**config.mk**
```make
export PLATFORM = sky130hd
export DESIGN_NAME = lsu_mem_align
export DESIGN_NICKNAME = d
export VERILOG_FILES = /design/src/rtl/lsu_mem_align.sv
export SDC_FILE = /design/constraint.sdc
export NUM_CORES = 1
export LEC_CHECK = 0
export ABC_AREA = 1
export CAP_MARGIN = 20
export CORE_MARGIN = 2
export CORE_UTILIZATION = 55
export CTS_BUF_LIST = sky130_fd_sc_hd__clkbuf_8
export CTS_CLUSTER_SIZE = 16
export DETAILED_ROUTE_END_ITERATION = 8
export PLACE_DENSITY = 0.9
export SYNTH_ARGS = -nofsm -noshare
export SYNTH_HDL_FRONTEND = slang
export SYNTH_SLANG_ARGS = --single-unit
```
**constraint.sdc**
```tcl
create_clock -name clk -period 2.8 [get_ports clk]
set_input_delay 0.42 -clock clk [delete_from_list [all_inputs] [get_ports clk]]
set_output_delay 0.42 -clock clk [all_outputs]
set_load 0.05 [all_outputs]
```
**src/rtl/lsu_mem_align.sv**
```systemverilog
// Load/store memory-access stage: natural-alignment check, single-outstanding req/ack data-memory
// port, right-aligned zero-filled load return, misalignment and access-timeout reporting.
`timescale 1ns/1ps

module lsu_mem_align #(
  parameter int unsigned DATA_LENGTH = 32,
  parameter int unsigned TIMEOUT_CYC = 255
) (
  input  logic                     clk,
  input  logic                     rst_n,
  // execute-stage request
  input  logic                     req_valid,
  output logic                     req_ready,
  input  logic                     req_we,
  input  logic [2:0]               req_type,
  input  logic [DATA_LENGTH-1:0]   req_addr,
  input  logic [DATA_LENGTH-1:0]   req_wdata,
  // data-memory port
  output logic                     dmem_req,
  output logic                     dmem_we,
  output logic [DATA_LENGTH-1:0]   dmem_addr,
  output logic [DATA_LENGTH/8-1:0] dmem_be,
  output logic [DATA_LENGTH-1:0]   dmem_wdata,
  input  logic                     dmem_ack,
  input  logic [DATA_LENGTH-1:0]   dmem_rdata,
  // results
  output logic                     ld_valid,
  output logic [DATA_LENGTH-1:0]   ld_data,
  output logic [2:0]               ld_type,
  output logic                     done,
  output logic                     misalign,
  output logic                     fault,
  output logic [DATA_LENGTH-1:0]   bad_addr
);

  localparam int unsigned NumBytes = DATA_LENGTH / 8;
  localparam int unsigned OffW     = $clog2(NumBytes);

  // mem_type encoding (funct3-style)
  localparam logic [2:0] MemB  = 3'b000;
  localparam logic [2:0] MemH  = 3'b001;
  localparam logic [2:0] MemW  = 3'b010;
  localparam logic [2:0] MemBU = 3'b100;
  localparam logic [2:0] MemHU = 3'b101;

  localparam logic [0:0] StIdle = 1'b0;
  localparam logic [0:0] StWait = 1'b1;

  logic [0:0]             state_q, state_d;
  logic [31:0]            cnt_q, cnt_d;
  logic                   dmem_req_q, dmem_req_d;
  logic                   dmem_we_q, dmem_we_d;
  logic [DATA_LENGTH-1:0] dmem_addr_q, dmem_addr_d;
  logic [NumBytes-1:0]    dmem_be_q, dmem_be_d;
  logic [DATA_LENGTH-1:0] dmem_wdata_q, dmem_wdata_d;
  logic [2:0]             type_q, type_d;
  logic [DATA_LENGTH-1:0] addr_q, addr_d;
  logic                   ld_valid_q, ld_valid_d;
  logic [DATA_LENGTH-1:0] ld_data_q, ld_data_d;
  logic [2:0]             ld_type_q, ld_type_d;
  logic                   done_q, done_d;
  logic                   misalign_q, misalign_d;
  logic                   fault_q, fault_d;
  logic [DATA_LENGTH-1:0] bad_addr_q, bad_addr_d;

  logic [OffW-1:0]        req_off;
  logic                   req_aligned;
  logic [NumBytes-1:0]    req_be;
  logic [DATA_LENGTH-1:0] req_wdata_rep;
  logic [DATA_LENGTH-1:0] rdata_shifted;
  logic [DATA_LENGTH-1:0] load_data;

  assign req_off = req_addr[OffW-1:0];

  // Request decode: alignment, lane enables and lane-replicated store data
  always_comb begin
    req_aligned   = 1'b1;
    req_be        = {{(NumBytes-1){1'b0}}, 1'b1} << req_off;
    req_wdata_rep = {NumBytes{req_wdata[7:0]}};
    case (req_type)
      MemH, MemHU: begin
        req_aligned   = (req_addr[0] == 1'b0);
        req_be        = {{(NumBytes-2){1'b0}}, 2'b11} << req_off;
        req_wdata_rep = {(NumBytes/2){req_wdata[15:0]}};
      end
      MemW: begin
        req_aligned   = (req_off == '0);
        req_be        = '1;
        req_wdata_rep = req_wdata;
      end
      default: ;
    endcase
  end

  // Load return: shift the addressed lanes down and zero everything above the access size
  assign rdata_shifted = dmem_rdata >> {addr_q[OffW-1:0], 3'b000};

  always_comb begin
    case (type_q)
      MemH, MemHU: load_data = {{(DATA_LENGTH-16){1'b0}}, rdata_shifted[15:0]};
      MemW:        load_data = rdata_shifted;
      default:     load_data = {{(DATA_LENGTH-8){1'b0}}, rdata_shifted[7:0]};
    endcase
  end

  always_comb begin
    state_d      = state_q;
    cnt_d        = cnt_q;
    dmem_req_d   = dmem_req_q;
    dmem_we_d    = dmem_we_q;
    dmem_addr_d  = dmem_addr_q;
    dmem_be_d    = dmem_be_q;
    dmem_wdata_d = dmem_wdata_q;
    type_d       = type_q;
    addr_d       = addr_q;
    ld_data_d    = ld_data_q;
    ld_type_d    = ld_type_q;
    bad_addr_d   = bad_addr_q;
    ld_valid_d   = 1'b0;
    done_d       = 1'b0;
    misalign_d   = 1'b0;
    fault_d      = 1'b0;

    case (state_q)
      StIdle: begin
        if (req_valid) begin
          if (!req_aligned) begin
            misalign_d = 1'b1;
            bad_addr_d = req_addr;
          end else begin
            state_d      = StWait;
            cnt_d        = '0;
            dmem_req_d   = 1'b1;
            dmem_we_d    = req_we;
            dmem_addr_d  = {req_addr[DATA_LENGTH-1:OffW], {OffW{1'b0}}};
            dmem_be_d    = req_be;
            dmem_wdata_d = req_we ? req_wdata_rep : '0;
            type_d       = req_type;
            addr_d       = req_addr;
          end
        end
      end
      StWait: begin
        // An ack on the timeout cycle still completes the access normally
        if (dmem_ack) begin
          state_d    = StIdle;
          dmem_req_d = 1'b0;
          dmem_we_d  = 1'b0;
          done_d     = 1'b1;
          if (!dmem_we_q) begin
            ld_valid_d = 1'b1;
            ld_data_d  = load_data;
            ld_type_d  = type_q;
          end
        end else if ((TIMEOUT_CYC != 0) && (cnt_q == TIMEOUT_CYC)) begin
          state_d    = StIdle;
          dmem_req_d = 1'b0;
          dmem_we_d  = 1'b0;
          fault_d    = 1'b1;
          bad_addr_d = addr_q;
        end else begin
          cnt_d = cnt_q + 32'd1;
        end
      end
      default: state_d = StIdle;
    endcase
  end

  always_ff @(posedge clk or negedge rst_n) begin
    if (!rst_n) begin
      state_q      <= StIdle;
      cnt_q        <= '0;
      dmem_req_q   <= 1'b0;
      dmem_we_q    <= 1'b0;
      dmem_addr_q  <= '0;
      dmem_be_q    <= '0;
      dmem_wdata_q <= '0;
      type_q       <= MemW;
      addr_q       <= '0;
      ld_valid_q   <= 1'b0;
      ld_data_q    <= '0;
      ld_type_q    <= MemW;
      done_q       <= 1'b0;
      misalign_q   <= 1'b0;
      fault_q      <= 1'b0;
      bad_addr_q   <= '0;
    end else begin
      state_q      <= state_d;
      cnt_q        <= cnt_d;
      dmem_req_q   <= dmem_req_d;
      dmem_we_q    <= dmem_we_d;
      dmem_addr_q  <= dmem_addr_d;
      dmem_be_q    <= dmem_be_d;
      dmem_wdata_q <= dmem_wdata_d;
      type_q       <= type_d;
      addr_q       <= addr_d;
      ld_valid_q   <= ld_valid_d;
      ld_data_q    <= ld_data_d;
      ld_type_q    <= ld_type_d;
      done_q       <= done_d;
      misalign_q   <= misalign_d;
      fault_q      <= fault_d;
      bad_addr_q   <= bad_addr_d;
    end
  end

  assign req_ready  = (state_q == StIdle);
  assign dmem_req   = dmem_req_q;
  assign dmem_we    = dmem_we_q;
  assign dmem_addr  = dmem_addr_q;
  assign dmem_be    = dmem_be_q;
  assign dmem_wdata = dmem_wdata_q;
  assign ld_valid   = ld_valid_q;
  assign ld_data    = ld_data_q;
  assign ld_type    = ld_type_q;
  assign done       = done_q;
  assign misalign   = misalign_q;
  assign fault      = fault_q;
  assign bad_addr   = bad_addr_q;

endmodule

```
# Word level (Yosys, flattened, before mapping)
# Index checks and enable logic that the tools add are counted.
[totals]
reg_bits = 207
latch_bits = 0
ram_bits = 0
rom_bits = 0
input_bits = 104
out_inout_bits = 142
word_cells = 84
mem_count = 0
[op_classes]
addsub = 1
mul = 0
div_mod_pow = 0
magnitude_cmp = 0
n_eq_ne = 14
shifts = 3
n_mux = 39
bitwise = 3
n_reduce_logical = 8
[op_table]
columns = ["cell", "count"]
rows = [
  ["32-bit 2-to-1 mux", 9],
  ["32-bit one-hot mux with 2 select lines", 4],
  ["32-bit by 1-bit adder with 32-bit output, second input constant", 1],
  ["32-bit by 8-bit == test with 1-bit output, second input constant", 1],
  ["32-bit by 5-bit right shift with 32-bit output", 1],
  ["1-bit 2-to-1 mux", 21],
  ["3-bit AND reduction", 3],
  ["2-bit inequality test, second input constant", 4],
  ["1-bit one-hot mux with 2 select lines", 4],
  ["4-bit one-hot mux with 2 select lines", 1],
  ["4-bit AND reduction", 2],
  ["3-bit by 1-bit == test with 1-bit output, second input constant", 2],
  ["3-bit by 2-bit == test with 1-bit output, second input constant", 2],
  ["3-bit == test, second input constant", 2],
  ["2-bit by 1-bit inequality test with 1-bit output, second input constant", 2],
  ["2-bit OR reduction", 2],
  ["1-bit by 2-bit << shifter with 4-bit output, first input constant", 1],
  ["2-bit by 2-bit << shifter with 4-bit output, first input constant", 1],
  ["3-bit by 2-bit inequality test with 1-bit output, second input constant", 1],
  ["1-bit NOT", 3],
  ["2-bit logical NOT", 1],
]

# Longest topological paths before layout
[depth]
depth_word = 6
mapped_depth = 11
depth_no_buf = 11

# Worst setup path before layout
# OpenSTA, ideal clock, no wires.
[synth_timing]
path_type = "flip-flop to output port"
from = "register state_q"
to = "output req_ready"
arrival_ns = 1.372
required_time_ns = 2.380
slack_ns = 1.008
stages_incl_launch_ff = 5
path_buffers = 3
path_cell_list = "dfrtp_1 buf_4 inv_1 buf_2 buf_1"
[synth_between]
elab_chain_len = 1
[synth_lines]
columns = ["element", "line", "text"]
rows = [
  ["start: declaration", "49", "logic [0:0] state_q, state_d;"],
  ["start signal: assignment", "171", "state_q <= StIdle;"],
  ["start signal: assignment", "188", "state_q <= state_d;"],
  ["1-bit NOT (no line)", "-", ""],
  ["end: declaration", "13", "output logic req_ready,"],
]
# Every way passes these cells.

# Final worst setup path
[layout_timing]
from = "register cnt_q[0]"
to = "register cnt_q[15]"
[layout_between]
elab_chain_len = 4
elab_cells_between_ends = 7
classes_between = "add/sub: 1; eq/ne: 2; mux: 3; reduce/logical: 1"
[layout_lines]
columns = ["element", "line", "text"]
rows = [
  ["start: declaration", "50", "logic [31:0] cnt_q, cnt_d;"],
  ["start signal: assignment", "189", "cnt_q <= cnt_d;"],
  ["32-bit by 1-bit adder with 32-bit output", "162", "cnt_d = cnt_q + 32'd1;"],
  ["32-bit 2-to-1 mux", "155", "end else if ((TIMEOUT_CYC != 0) && (cnt_q == TIMEOUT_CYC)) begin"],
  ["32-bit 2-to-1 mux", "145", "if (dmem_ack) begin"],
  ["32-bit one-hot mux with 2 select lines", "124", "case (state_q)"],
]
# Several ways; a longest one is shown, not always the timed one. The select of a mux whose other input is x is not followed.
# A chain may end at the register's enable or synchronous reset.

==> summary.txt <==
Run status
  • Status: complete, no violations

Clock network
  • Setup bufs post-CTS: 0
  • Worst-path clk slew: ~100 ps
  • Clock sink count: between 150 and 200
  • H-tree Lvls: 4
  • TritonCTS clock tree: done
  • Post-CTS Resized: 0
  • Hold_buf cts: 1
  • Clk buf depth: 2
  • Root buffer cell: clkbuf_8
  • Num CTS Buffers: 17
  • Clock latency at the later pin of the worst-skew pair: 480 ps

Placed design
  • HPWL after detailed placement: between 20 and 25 mm
  • RD Place Congestion: roughly 0.95
  • PortBufs: 243
  • DP Worst Slack: 374 ps

Die
  • Row count: 47
  • Io pins: ~250
  • Die area: 18200 µm²
  • Chip width: 135 µm
  • Core area: between 15000 and 20000 µm²
  • Die H: around 140 µm
  • Initial Util: roughly 57%

Detailed routing
  • # DRC: 0
  • Detailed Routing Iterations Pass 1: 5
  • Routed WL per cell: 16.5 µm
  • Post-route antenna net violation count: 0
  • DR iter-0 viols: around 870
  • DRT Wirelength: 28.1 mm
  • Vias per cell: about 5.4
  • Via count: 9255

Timing
  • Clock Skews: approximately 17 ps
  • Final Hold Fails: 0
  • Setup ws final: roughly 390 ps
  • Setup_tns: 0 ps
  • Final setup violation count: 0
  • Slew Limit Fails: 0
  • Peak Freq: 0.415 GHz
  • Worst slew margin: around 55%
  • Worst Tran Pin Value: ~680 ps
  • Post-route clock period utilization: around 86%
  • Min Clock Period, post-route: 2410 ps
  • RSZ-0062 raised after global routing: no

Yosys
  • Cell area after synthesis: roughly 9400 µm²
  • Area leader, netlist: dfrtp_1
  • Seq/Total Area, Yosys: 46.9%
  • Yosys reg bits: about 180
  • Syn avg cell area: roughly 7.4 µm²
  • Synthesis Warnings: 0
  • Post-synth cell types: 36
  • Post-synth top area share: approximately 46%
  • Post-Syn Instances: 1278
  • Main area contributors after synthesis: dfrtp_1 (46%), nand2_1 (20%), o21ai_0 (5.7%)

Finish
  • Most frequent cells in the layout: nand2_1 (500), clkdlybuf4s50_1 (241), dfrtp_1 (174), o21ai_0 (108), nor2_1 (102)
  • Antenna cells: 0
  • Final Net Count: about 1600
  • Share of cells above drive strength 1: under 10%
  • Most common cell after layout, fill and taps aside: nand2_1
  • Layout area overhead: 28.3%
  • Number of fill cells: roughly 1300

Pwr
  • Cell area power density: between 800 and 900 nW/µm²
  • Clock Power Share: roughly 17%
  • Leakage: 5.74 nW
  • Reg power frac: between 30 and 40%
  • Sw frac: 46.8%
  • Gate power share: 46.6%
  • Net Sw Power: 0.00456 W
  • Int Power: just over 0.005 W
  • Overall power: between 0.009 and 0.01 W
  • Max IR drop VDD: 553 µV

Global route
  • Largest net degree at the start of global routing: 72
  • First-pass GRT wire length: 44.5 mm
  • GRT Util Overall: a little under a third
  • Global Route met1 Usage: roughly two fifths
  • GRT Max-Usage Layer: met2
  • Met2 usage in global routing: between 50% and 60%
  • Met3 Track Usage GR: under 10%
  • Overflow after GRT: 0
  • Vias in the first global route: 8780
  • Antenna violations before repair: 0

Setup path
  • Endpoint type of the worst setup path: flop
  • Critical Path AT: roughly 2800 ps
  • Critical Path RT: about 3200 ps
  • Kind of critical path: flop to flop
  • Critical path fanouts, max: 33
  • Critical Path Start Type: flop

Flow run
  • Max cap viols: 0

Worst hold path
  • Hold crit path type: input port to async pin
[area by class of cell]
type | instances | area [µm²] | area share, %
multi-input cells | 916 | 4070 | 33.6
repair buffers | 263 | 2610 | 21.5
inverters | 94 | 353 | 2.91
flip-flops and latches | 177 | 4430 | 36.6
well taps | 220 | 275 | 2.27
clock inverters | 14 | 130 | 1.07
clock buffers | 18 | 248 | 2.04
[worst max-delay path, stage by stage, from the launching register on]
cell,delay (ps)
dfrtp_1,440
ha_1,320
nand2_2,110
nor2_4,190
nand2_4,110
nor2_4,110
nand2_2,80
nand2_4,310
nand2_4,340
nand2_1,180
o21ai_2,70
[metal layers]
metal,part of all wire (%),vias up,routed length [µm]
met5,0,-,0
met4,2.6,0,744
met3,7.9,62,2230
met2,49,495,13900
met1,40,4308,11200
li1,-,4390,-
[final timing paths]
kind | slack [ps] | start | endpoint | cells after the start
max in group asynchronous | 1590 | rst_n | addr_q[2]$_DFFE_PN0P_ | 3
setup / recovery | 390 | cnt_q[0]$_DFFE_PN0P_ | cnt_q[15]$_DFFE_PN0P_ | 10
hold reg to reg | 490 | dmem_wdata[19]$_DFFE_PN0P_ | dmem_wdata[19]$_DFFE_PN0P_ | 2
min in group clk | 490 | dmem_wdata[19]$_DFFE_PN0P_ | dmem_wdata[19]$_DFFE_PN0P_ | 2
hold / removal | 450 | rst_n | cnt_q[9]$_DFFE_PN0P_ | 2
setup reg to reg | 390 | cnt_q[0]$_DFFE_PN0P_ | cnt_q[15]$_DFFE_PN0P_ | 10
[cell usage after synthesis (all sizes together)]
master    n
dfrtp   175
inv      92
o211ai   16
clkinv    2
a22o      6
nand2   511
xor2      8
nor3b     1
nand3    96
a22oi     7
nand4     2
ha        1
conb      1
a21oi    13
nor3      1
clkbuf   23
nand3b    1
xnor2     3
nor4b     1
nor2    106
buf      69
o31ai     1
dfstp     2
o21ai   140
[kinds of logic (layout without fill, tap and decap cells)]
kind of cell / count (synthesis) / in the layout / share of synthesized area (%)
compound gates: 183 / 183 / 10.9
xor+xnor: 11 / 11 / 1.02
fa+ha+maj: 1 / 1 / 0.132
buf+inv: 186 / 389 / 10.0
flops: 177 / 177 / 46.9
other cells: 1 / 2 / 0.0397
simple gates: 719 / 719 / 31.0
[power groups by stage]
stage                     clock network [W]  logic, W  registers (W)
after floorplan                           0   0.00164        0.00494
after global placement                    0   0.00446        0.00354
after detailed placement                  0   0.00454        0.00356
after CTS                           0.00169   0.00456        0.00352
after global routing                0.00180   0.00480        0.00358
final                               0.00168   0.00455        0.00352
[sequential cells by signal, indices dropped and copies added, names as in the netlist]
signal	count
type_q	3
dmem_we	1
cnt_q	32
addr_q	31
ld_valid	1
ld_data	32
misalign	1
done	1
ld_type	3
dmem_wdata	32
state_q	1
dmem_req	1
dmem_addr	1
bad_addr	32
dmem_be	4
fault	1
[per-stage QoR]
step | util, % | instances | hold WS (ps) | area (µm²)
CTS | 72.5 | 1702 | 453 | 12100
global placement | 70.2 | 1669 | 398 | 11700
global route | 72.5 | 1702 | 484 | 12100
detailed placement | 70.2 | 1669 | 405 | 11700
finish | 72.5 | 1702 | 449 | 12100
floorplan | - | 1279 | 124 | 9450
No activity file was read; power rests on OpenSTA's default activity.
